--- src/rtl/aurora_chk_pkg.sv ---
// Shared definitions for the Aurora 20G encoder-side pattern source and checker.
// Holds the generator state encoding, sequence-number width and default filler pattern.
// No logic; constants and types only.
package aurora_chk_pkg;

  // Width of the wrapping sequence number carried in the low bits of every beat.
  localparam int SEQ_WD = 16;

  // Width of one repetition of the filler pattern.
  localparam int FILL_WD = 48;

  // Default filler placed above the sequence number.
  localparam logic [FILL_WD-1:0] FILL_PAT_DEF = 48'hBBBB_CCCC_DDDD;

  // Generator run state.
  typedef enum logic [1:0] {
    ST_IDLE = 2'd0,
    ST_SEND = 2'd1,
    ST_GAP  = 2'd2,
    ST_DONE = 2'd3
  } state_e;

endpackage

--- src/rtl/cmip_app_cnt.sv ---
// Saturating application event counter with synchronous clear.
// Latency: count reflects a vld strobe one cycle after it is seen.
// No backpressure; clr has priority over vld, and the count sticks at all-ones.
module cmip_app_cnt #(
  parameter int WD = 32
) (
  input  logic          clk,
  input  logic          rst,
  input  logic          clr,
  input  logic          vld,
  output logic [WD-1:0] cnt
);

  logic [WD-1:0] cnt_q;
  logic [WD-1:0] cnt_d;

  // Next count: clear wins, otherwise step on vld unless already saturated.
  always_comb begin
    cnt_d = cnt_q;
    if (clr) begin
      cnt_d = '0;
    end else if (vld && (cnt_q != '1)) begin
      cnt_d = cnt_q + {{(WD-1){1'b0}}, 1'b1};
    end
  end

  // Count register.
  always_ff @(posedge clk or posedge rst) begin
    if (rst) begin
      cnt_q <= '0;
    end else begin
      cnt_q <= cnt_d;
    end
  end

  assign cnt = cnt_q;

endmodule

--- src/rtl/aurora_20g_enc_gen.sv ---
// Test-pattern source feeding enc_vld/enc_data: {filler, seq} beats with burst length, gap and error injection.
// Latency: first beat is valid the cycle after a start; back-to-back beats at full rate when the gap is 0.
// Backpressure: a presented beat holds stable while enc_rdy is low; enc_vld only drops after a transfer.
module aurora_20g_enc_gen
  import aurora_chk_pkg::*;
#(
  parameter int                 DATA_WD  = 64,
  parameter logic [FILL_WD-1:0] FILL_PAT = FILL_PAT_DEF,
  parameter int                 GAP_WD   = 8
) (
  input  logic               clk,
  input  logic               rst,
  input  logic               cfg_rst,
  input  logic               cfg_start,
  input  logic               cfg_stop,
  input  logic [31:0]        cfg_pkt_num,
  input  logic [GAP_WD-1:0]  cfg_gap,
  input  logic               cfg_err_inj,
  input  logic               enc_rdy,
  output logic               enc_vld,
  output logic [DATA_WD-1:0] enc_data,
  output logic               busy,
  output logic               done,
  output logic [31:0]        tx_cnt
);

  // Filler replicated from bit 0 upward, then shifted above the sequence field.
  localparam int REPS = (DATA_WD + FILL_WD - 1) / FILL_WD;
  localparam logic [REPS*FILL_WD-1:0] FILL_REP = {REPS{FILL_PAT}};
  localparam logic [REPS*FILL_WD+SEQ_WD-1:0] FILL_FULL = {FILL_REP, {SEQ_WD{1'b0}}};
  localparam logic [DATA_WD-1:0] FILL_BASE = FILL_FULL[DATA_WD-1:0];

  state_e              state_q, state_d;
  logic                vld_q, vld_d;
  logic [DATA_WD-1:0]  data_q, data_d;
  logic [SEQ_WD-1:0]   seq_q, seq_d;
  logic [31:0]         pkt_num_q, pkt_num_d;
  logic [GAP_WD-1:0]   gap_q, gap_d;
  logic [GAP_WD-1:0]   gap_cnt_q, gap_cnt_d;
  logic                stop_pend_q, stop_pend_d;
  logic                err_pend_q, err_pend_d;
  logic                corr_q, corr_d;

  logic                xfer;
  logic                start;
  logic                last_beat;
  logic                load;
  logic                err_use;

  // Build one beat: filler above, sequence below, optionally with bit 0 inverted.
  function automatic logic [DATA_WD-1:0] mk_beat(input logic [SEQ_WD-1:0] s, input logic flip);
    logic [DATA_WD-1:0] b;
    b = FILL_BASE;
    b[SEQ_WD-1:0] = s ^ {{(SEQ_WD-1){1'b0}}, flip};
    return b;
  endfunction

  assign xfer  = vld_q && enc_rdy;
  assign start = cfg_start && ((state_q == ST_IDLE) || (state_q == ST_DONE));

  // tx_cnt has already counted every earlier beat, so +1 is the beat now leaving.
  assign last_beat = (pkt_num_q != 32'd0) &&
                     (({1'b0, tx_cnt} + 33'd1) == {1'b0, pkt_num_q});

  // A new beat is presented next cycle when SEND is entered or the current one leaves.
  assign load = (state_d == ST_SEND) && ((state_q != ST_SEND) || xfer);

  // The pending error is consumed by the corrupted beat leaving now, so it must not hit the next one.
  assign err_use = err_pend_q && !(xfer && corr_q);

  // Next-state selection for the run FSM.
  always_comb begin
    state_d = state_q;
    if (cfg_rst) begin
      state_d = ST_IDLE;
    end else begin
      case (state_q)
        ST_IDLE, ST_DONE: begin
          if (cfg_start) state_d = ST_SEND;
        end
        ST_SEND: begin
          if (xfer) begin
            if (last_beat || stop_pend_q || cfg_stop) begin
              state_d = ST_DONE;
            end else if (gap_q == '0) begin
              state_d = ST_SEND;
            end else begin
              state_d = ST_GAP;
            end
          end
        end
        ST_GAP: begin
          if (cfg_stop) begin
            state_d = ST_DONE;
          end else if (gap_cnt_q <= GAP_WD'(1)) begin
            state_d = ST_SEND;
          end
        end
        default: state_d = ST_IDLE;
      endcase
    end
  end

  // Datapath and bookkeeping next values driven by the FSM transition.
  always_comb begin
    vld_d       = vld_q;
    data_d      = data_q;
    seq_d       = seq_q;
    pkt_num_d   = pkt_num_q;
    gap_d       = gap_q;
    gap_cnt_d   = gap_cnt_q;
    stop_pend_d = stop_pend_q;
    err_pend_d  = err_pend_q;
    corr_d      = corr_q;
    if (cfg_rst) begin
      vld_d       = 1'b0;
      data_d      = '0;
      seq_d       = '0;
      pkt_num_d   = '0;
      gap_d       = '0;
      gap_cnt_d   = '0;
      stop_pend_d = 1'b0;
      err_pend_d  = 1'b0;
      corr_d      = 1'b0;
    end else begin
      // Run configuration is frozen at start so mid-run register writes do nothing.
      if (start) begin
        pkt_num_d   = cfg_pkt_num;
        gap_d       = cfg_gap;
        stop_pend_d = 1'b0;
      end

      if ((state_q == ST_SEND) && cfg_stop) stop_pend_d = 1'b1;
      if (state_d != ST_SEND) stop_pend_d = 1'b0;

      // Sequence advances on every transfer, corrupted or not, so the checker sees one error.
      if (xfer) seq_d = seq_q + {{(SEQ_WD-1){1'b0}}, 1'b1};

      if ((state_q == ST_SEND) && xfer) begin
        gap_cnt_d = gap_q;
      end else if (state_q == ST_GAP) begin
        gap_cnt_d = gap_cnt_q - GAP_WD'(1);
      end

      if (xfer && corr_q) err_pend_d = 1'b0;
      if (cfg_err_inj) err_pend_d = 1'b1;

      vld_d = (state_d == ST_SEND);
      if (xfer) corr_d = 1'b0;
      if (load) begin
        data_d = mk_beat(seq_d, err_use);
        corr_d = err_use;
      end
    end
  end

  // FSM state register.
  always_ff @(posedge clk or posedge rst) begin
    if (rst) begin
      state_q <= ST_IDLE;
    end else begin
      state_q <= state_d;
    end
  end

  // Datapath and run-configuration registers.
  always_ff @(posedge clk or posedge rst) begin
    if (rst) begin
      vld_q       <= 1'b0;
      data_q      <= '0;
      seq_q       <= '0;
      pkt_num_q   <= '0;
      gap_q       <= '0;
      gap_cnt_q   <= '0;
      stop_pend_q <= 1'b0;
      err_pend_q  <= 1'b0;
      corr_q      <= 1'b0;
    end else begin
      vld_q       <= vld_d;
      data_q      <= data_d;
      seq_q       <= seq_d;
      pkt_num_q   <= pkt_num_d;
      gap_q       <= gap_d;
      gap_cnt_q   <= gap_cnt_d;
      stop_pend_q <= stop_pend_d;
      err_pend_q  <= err_pend_d;
      corr_q      <= corr_d;
    end
  end

  // Accepted-beat counter, restarted by every run start.
  cmip_app_cnt #(
    .WD (32)
  ) u_tx_cnt (
    .clk (clk),
    .rst (rst),
    .clr (cfg_rst | start),
    .vld (xfer),
    .cnt (tx_cnt)
  );

  assign enc_vld  = vld_q;
  assign enc_data = data_q;
  assign busy     = (state_q == ST_SEND) || (state_q == ST_GAP);
  assign done     = (state_q == ST_DONE);

endmodule

--- config.mk ---
export PLATFORM = sky130hd
export DESIGN_NAME = aurora_20g_enc_gen
export DESIGN_NICKNAME = d
export VERILOG_FILES = /design/src/rtl/aurora_chk_pkg.sv /design/src/rtl/cmip_app_cnt.sv /design/src/rtl/aurora_20g_enc_gen.sv
export SDC_FILE = /design/constraint.sdc
export NUM_CORES = 1
export LEC_CHECK = 0
export ABC_AREA = 1
export BUFFER_PORTS_ARGS = -buffer_cell sky130_fd_sc_hd__buf_2
export CAP_MARGIN = 10
export CORE_ASPECT_RATIO = 0.6
export CORE_MARGIN = 4
export CORE_UTILIZATION = 50
export CTS_BUF_LIST = sky130_fd_sc_hd__clkbuf_4 sky130_fd_sc_hd__clkbuf_8
export CTS_CLUSTER_SIZE = 14
export DETAILED_ROUTE_END_ITERATION = 10
export GPL_TIMING_DRIVEN = 0
export PLACE_DENSITY = 0.75
export SLEW_MARGIN = 20
export SYNTH_ARGS = -nofsm -noshare
export SYNTH_HDL_FRONTEND = slang
export SYNTH_SLANG_ARGS = --single-unit
--- constraint.sdc ---
create_clock -name clk -period 10.8 [get_ports clk]
set_input_delay 2.16 -clock clk [delete_from_list [all_inputs] [get_ports clk]]
set_output_delay 2.16 -clock clk [all_outputs]
set_load 0.1 [all_outputs]
==> flow_summary_export.csv <==
group,metric,value,unit
status,status,"finished clean",
setup_path,end_kind,"output pin",
detailed_routing,routed_wl,21500,µm
global_route,grt_antenna_before_repair,0,
floorplan,core_area,13900,µm²
detailed_routing,drt_first_pass_iters,5,
power_and_ir_drop,p_per_area,235,nW/µm²
clock_network,cts_hold_buf,0,
clock_network,cts_tree,"done",
floorplan,dieHeight,101,µm
global_route,overflow,0,
worst_hold_path,hold_class,"register to register",
synth,synthesis.instances,994,
floorplan,ios,146,
global_route,grt_pass1_vias,6324,
placement,placed_area,8240,µm²
worst_hold_path,whs_path_depth,2,
synth,synthMuxAreaShare,0,%
flow_run,cap_violations,0,
cells_and_area,nets,1212,
synth,synth.most_common_cell,"nand2_1",
worst_hold_path,holdCritStartpoint,"enc_data[14]",
synth,synth.area.top_cells,"dfrtp_1 (41%), nand2_1 (13%), nand3_1 (9.6%), inv_1 (5.8%), nor2_1 (5.4%)",
synth,synth_edf_count,0,
clock_network,h-tree-depth,4,
setup_path,arrival,2020,ps
synth,synth_top_family_by_area,"simple AND/OR/NAND/NOR gates",
clock_network,cts_buffers,17,
detailed_routing,avgViaCountPerCell,5.21,
clock_network,cts-root-buf,"clkbuf_8",
synth,synth_compound_area_share,8.37,%
synth,netlist_top_cells_count,"nand2_1 (261), nand3_1 (139), dfrtp_1 (119), inv_1 (112), nor2_1 (105)",
synth,synthXorXnorAreaFrac,3.60,%
power_and_ir_drop,p_leak,4.55,nW
setup_path,worstSetupPathType,"register to output pin",
global_route,grt_start_max_net_pins,73,
detailed_routing,via_count,7100,
global_route,grt_pass1_wl,33400,µm
synth,synth_adder_area_share,1.21,%
synth,syn-cell-area,7260,µm²
timing,rsz0062_at_grt,"false",
clock_network,cts_buffer_depth,2,
timing,tns,0,ps
setup_path,crit_start,"enc_data[61]",
timing,timing.final.max_slew_violations,0,
setup_path,rr_endpoint,"enc_data[5]",
floorplan,die_x,164,µm
synth,synth_top_area_share,41.0,%
synth,async_flop_share,100,%
power_and_ir_drop,peakVddDrop,0.169,mV
setup_path,cp_data_required_time,8640,ps
placement,globalplace.congestion,0.972,
setup_path,r2r_slack,7430,ps
cells_and_area,n_fill_cell,1314,
clock_network,postCtsSetupBuffers,0,
cells_and_area,drive_above_1_share,21.0,%
detailed_routing,drc,0,
synth,yosys.area_share.simple,33.4,%
timing,setup_viol_count_final,0,
synth,ys_ff_latch,119,
global_route,track_usage,26.1,%
setup_path,reg2regPathDepth,18,
clock_network,cts_resized,0,
clock_network,clk_pin_slew,70,ps
floorplan,die_area,16600,µm²
setup_path,r2r_start,"u_tx_cnt.cnt[6]",
synth,synth-seq-area-share,41.0,%
detailed_routing,wl_per_cell,15.8,µm
timing,finalHoldViolCount,0,
detailed_routing,drtAntennaViolNets,0,
setup_path,cp-start-kind,"register",
timing,skew,16.3,ps
synth,post-synth-top-area-cell,"dfrtp_1",
detailed_routing,first_iter_violations,773,
placement,port_buffers,129,
clock_network,clk_latency,460,ps
floorplan,initial_core_util,52.2,%
timing,fmax,240,MHz
cells_and_area,fin_area,8660,µm²
clock_network,cts.sinks,119,
timing,slew-limit-headroom,41.6,%
synth,ys_warn_count,0,
synth,yosys_most_used_dff,"dfrtp_1",
timing,finalCritPeriodShare,38.7,%
setup_path,cp_max_fo,33,
placement,dp_hpwl,16300,µm
timing,worst_pin_slew,876,ps
timing,layout_min_cycle_time,4180,ps
cells_and_area,num_antenna_cells,0,
worst_hold_path,min_to,"enc_data[14]",
synth,syn_avg_cell_area,7.31,µm²
floorplan,rows,33,
synth,synth_cell_types,42,
cells_and_area,syn_to_final_growth,19.2,%
## area by class of cell
type,count,area [µm²],share of cell area (%)
Buffer,72,455,5.26
Clock buffer,17,234,2.70
Clock inverter,15,188,2.17
Inverter,118,448,5.17
Multi-Input combinational cell,700,3440,39.8
Sequential cell,119,2980,34.4
Tap cell,192,240,2.77
Timing Repair Buffer,130,673,7.77
## critical path: stages, from the launching register on
cell	delay, ps
dfrtp_1	920
buf_4	220
buf_2	420
## layout by cell type, fill, tap and decap left out, types with 5 or more instances in the layout
cell type,instances
dfrtp_1,119
nor2_1,105
buf_4,47
nand2_1,261
a21oi_1,15
xnor3_1,5
nand4_1,5
inv_2,5
o21ai_0,60
o22ai_1,25
xor2_1,14
inv_6,8
clkbuf_1,20
buf_2,130
nand2_2,8
nor2_4,5
clkbuf_8,17
nand3_1,139
inv_1,111
nor2_2,5
ha_1,7
conb_1,16
## per-layer routing
layer / global-route usage, % / wire length [µm]
met5: 0 / 0
met2: 35.2 / 8450
met1: 41.0 / 10200
met4: 5.09 / 193
met3: 7.97 / 2720
## power breakdown
group,total (mW),internal (mW),switching (mW)
logic,1.03,0.238,0.790
clock network,0.443,0.233,0.210
registers,0.566,0.503,0.0628
## state kept, by name, indices dropped and copies added (netlist names)
signal	count
seq_q	16
state_q	2
pkt_num_q	32
gap_cnt_q	8
enc_vld	1
gap_q	8
enc_data	17
err_pend_q	1
stop_pend_q	1
corr_q	1
u_tx_cnt.cnt	32
## per-stage QoR
step	hold WS, ps	worst slack, ps	std cells	total power [mW]	utilization (%)
after global routing	545	6460	1363	2.13	62.2
final	510	6620	1363	2.04	62.2
after floorplan	459	5480	1009	1.40	-
after global placement	491	4010	1330	1.58	59.0
after CTS	516	6590	1363	2.04	62.2
after detailed placement	492	6310	1331	1.59	59.2
## logic make-up (layout without fill, tap and decap cells)
group / count (synthesis) / after routing
XOR/XNOR: 22 / 22
other: 1 / 16
AO/OA/AOI/OAI: 109 / 109
AND/OR/NAND/NOR: 546 / 546
buffers and inverters: 190 / 352
adder cells (fa/ha/maj): 7 / 7
flip-flops: 119 / 119
## worst max path at each step
stage                                to  slack (ps)  cells past startpoint
after global routing       enc_data[46]        6460                      2
after CTS                  enc_data[61]        6590                      2
after global placement    pkt_num_q[21]        4010                      2
after floorplan                  corr_q        5480                      1
final                      enc_data[52]        6620                      2
after detailed placement   enc_data[14]        6310                     13
Note: power is estimated with default switching activity, not from simulation.
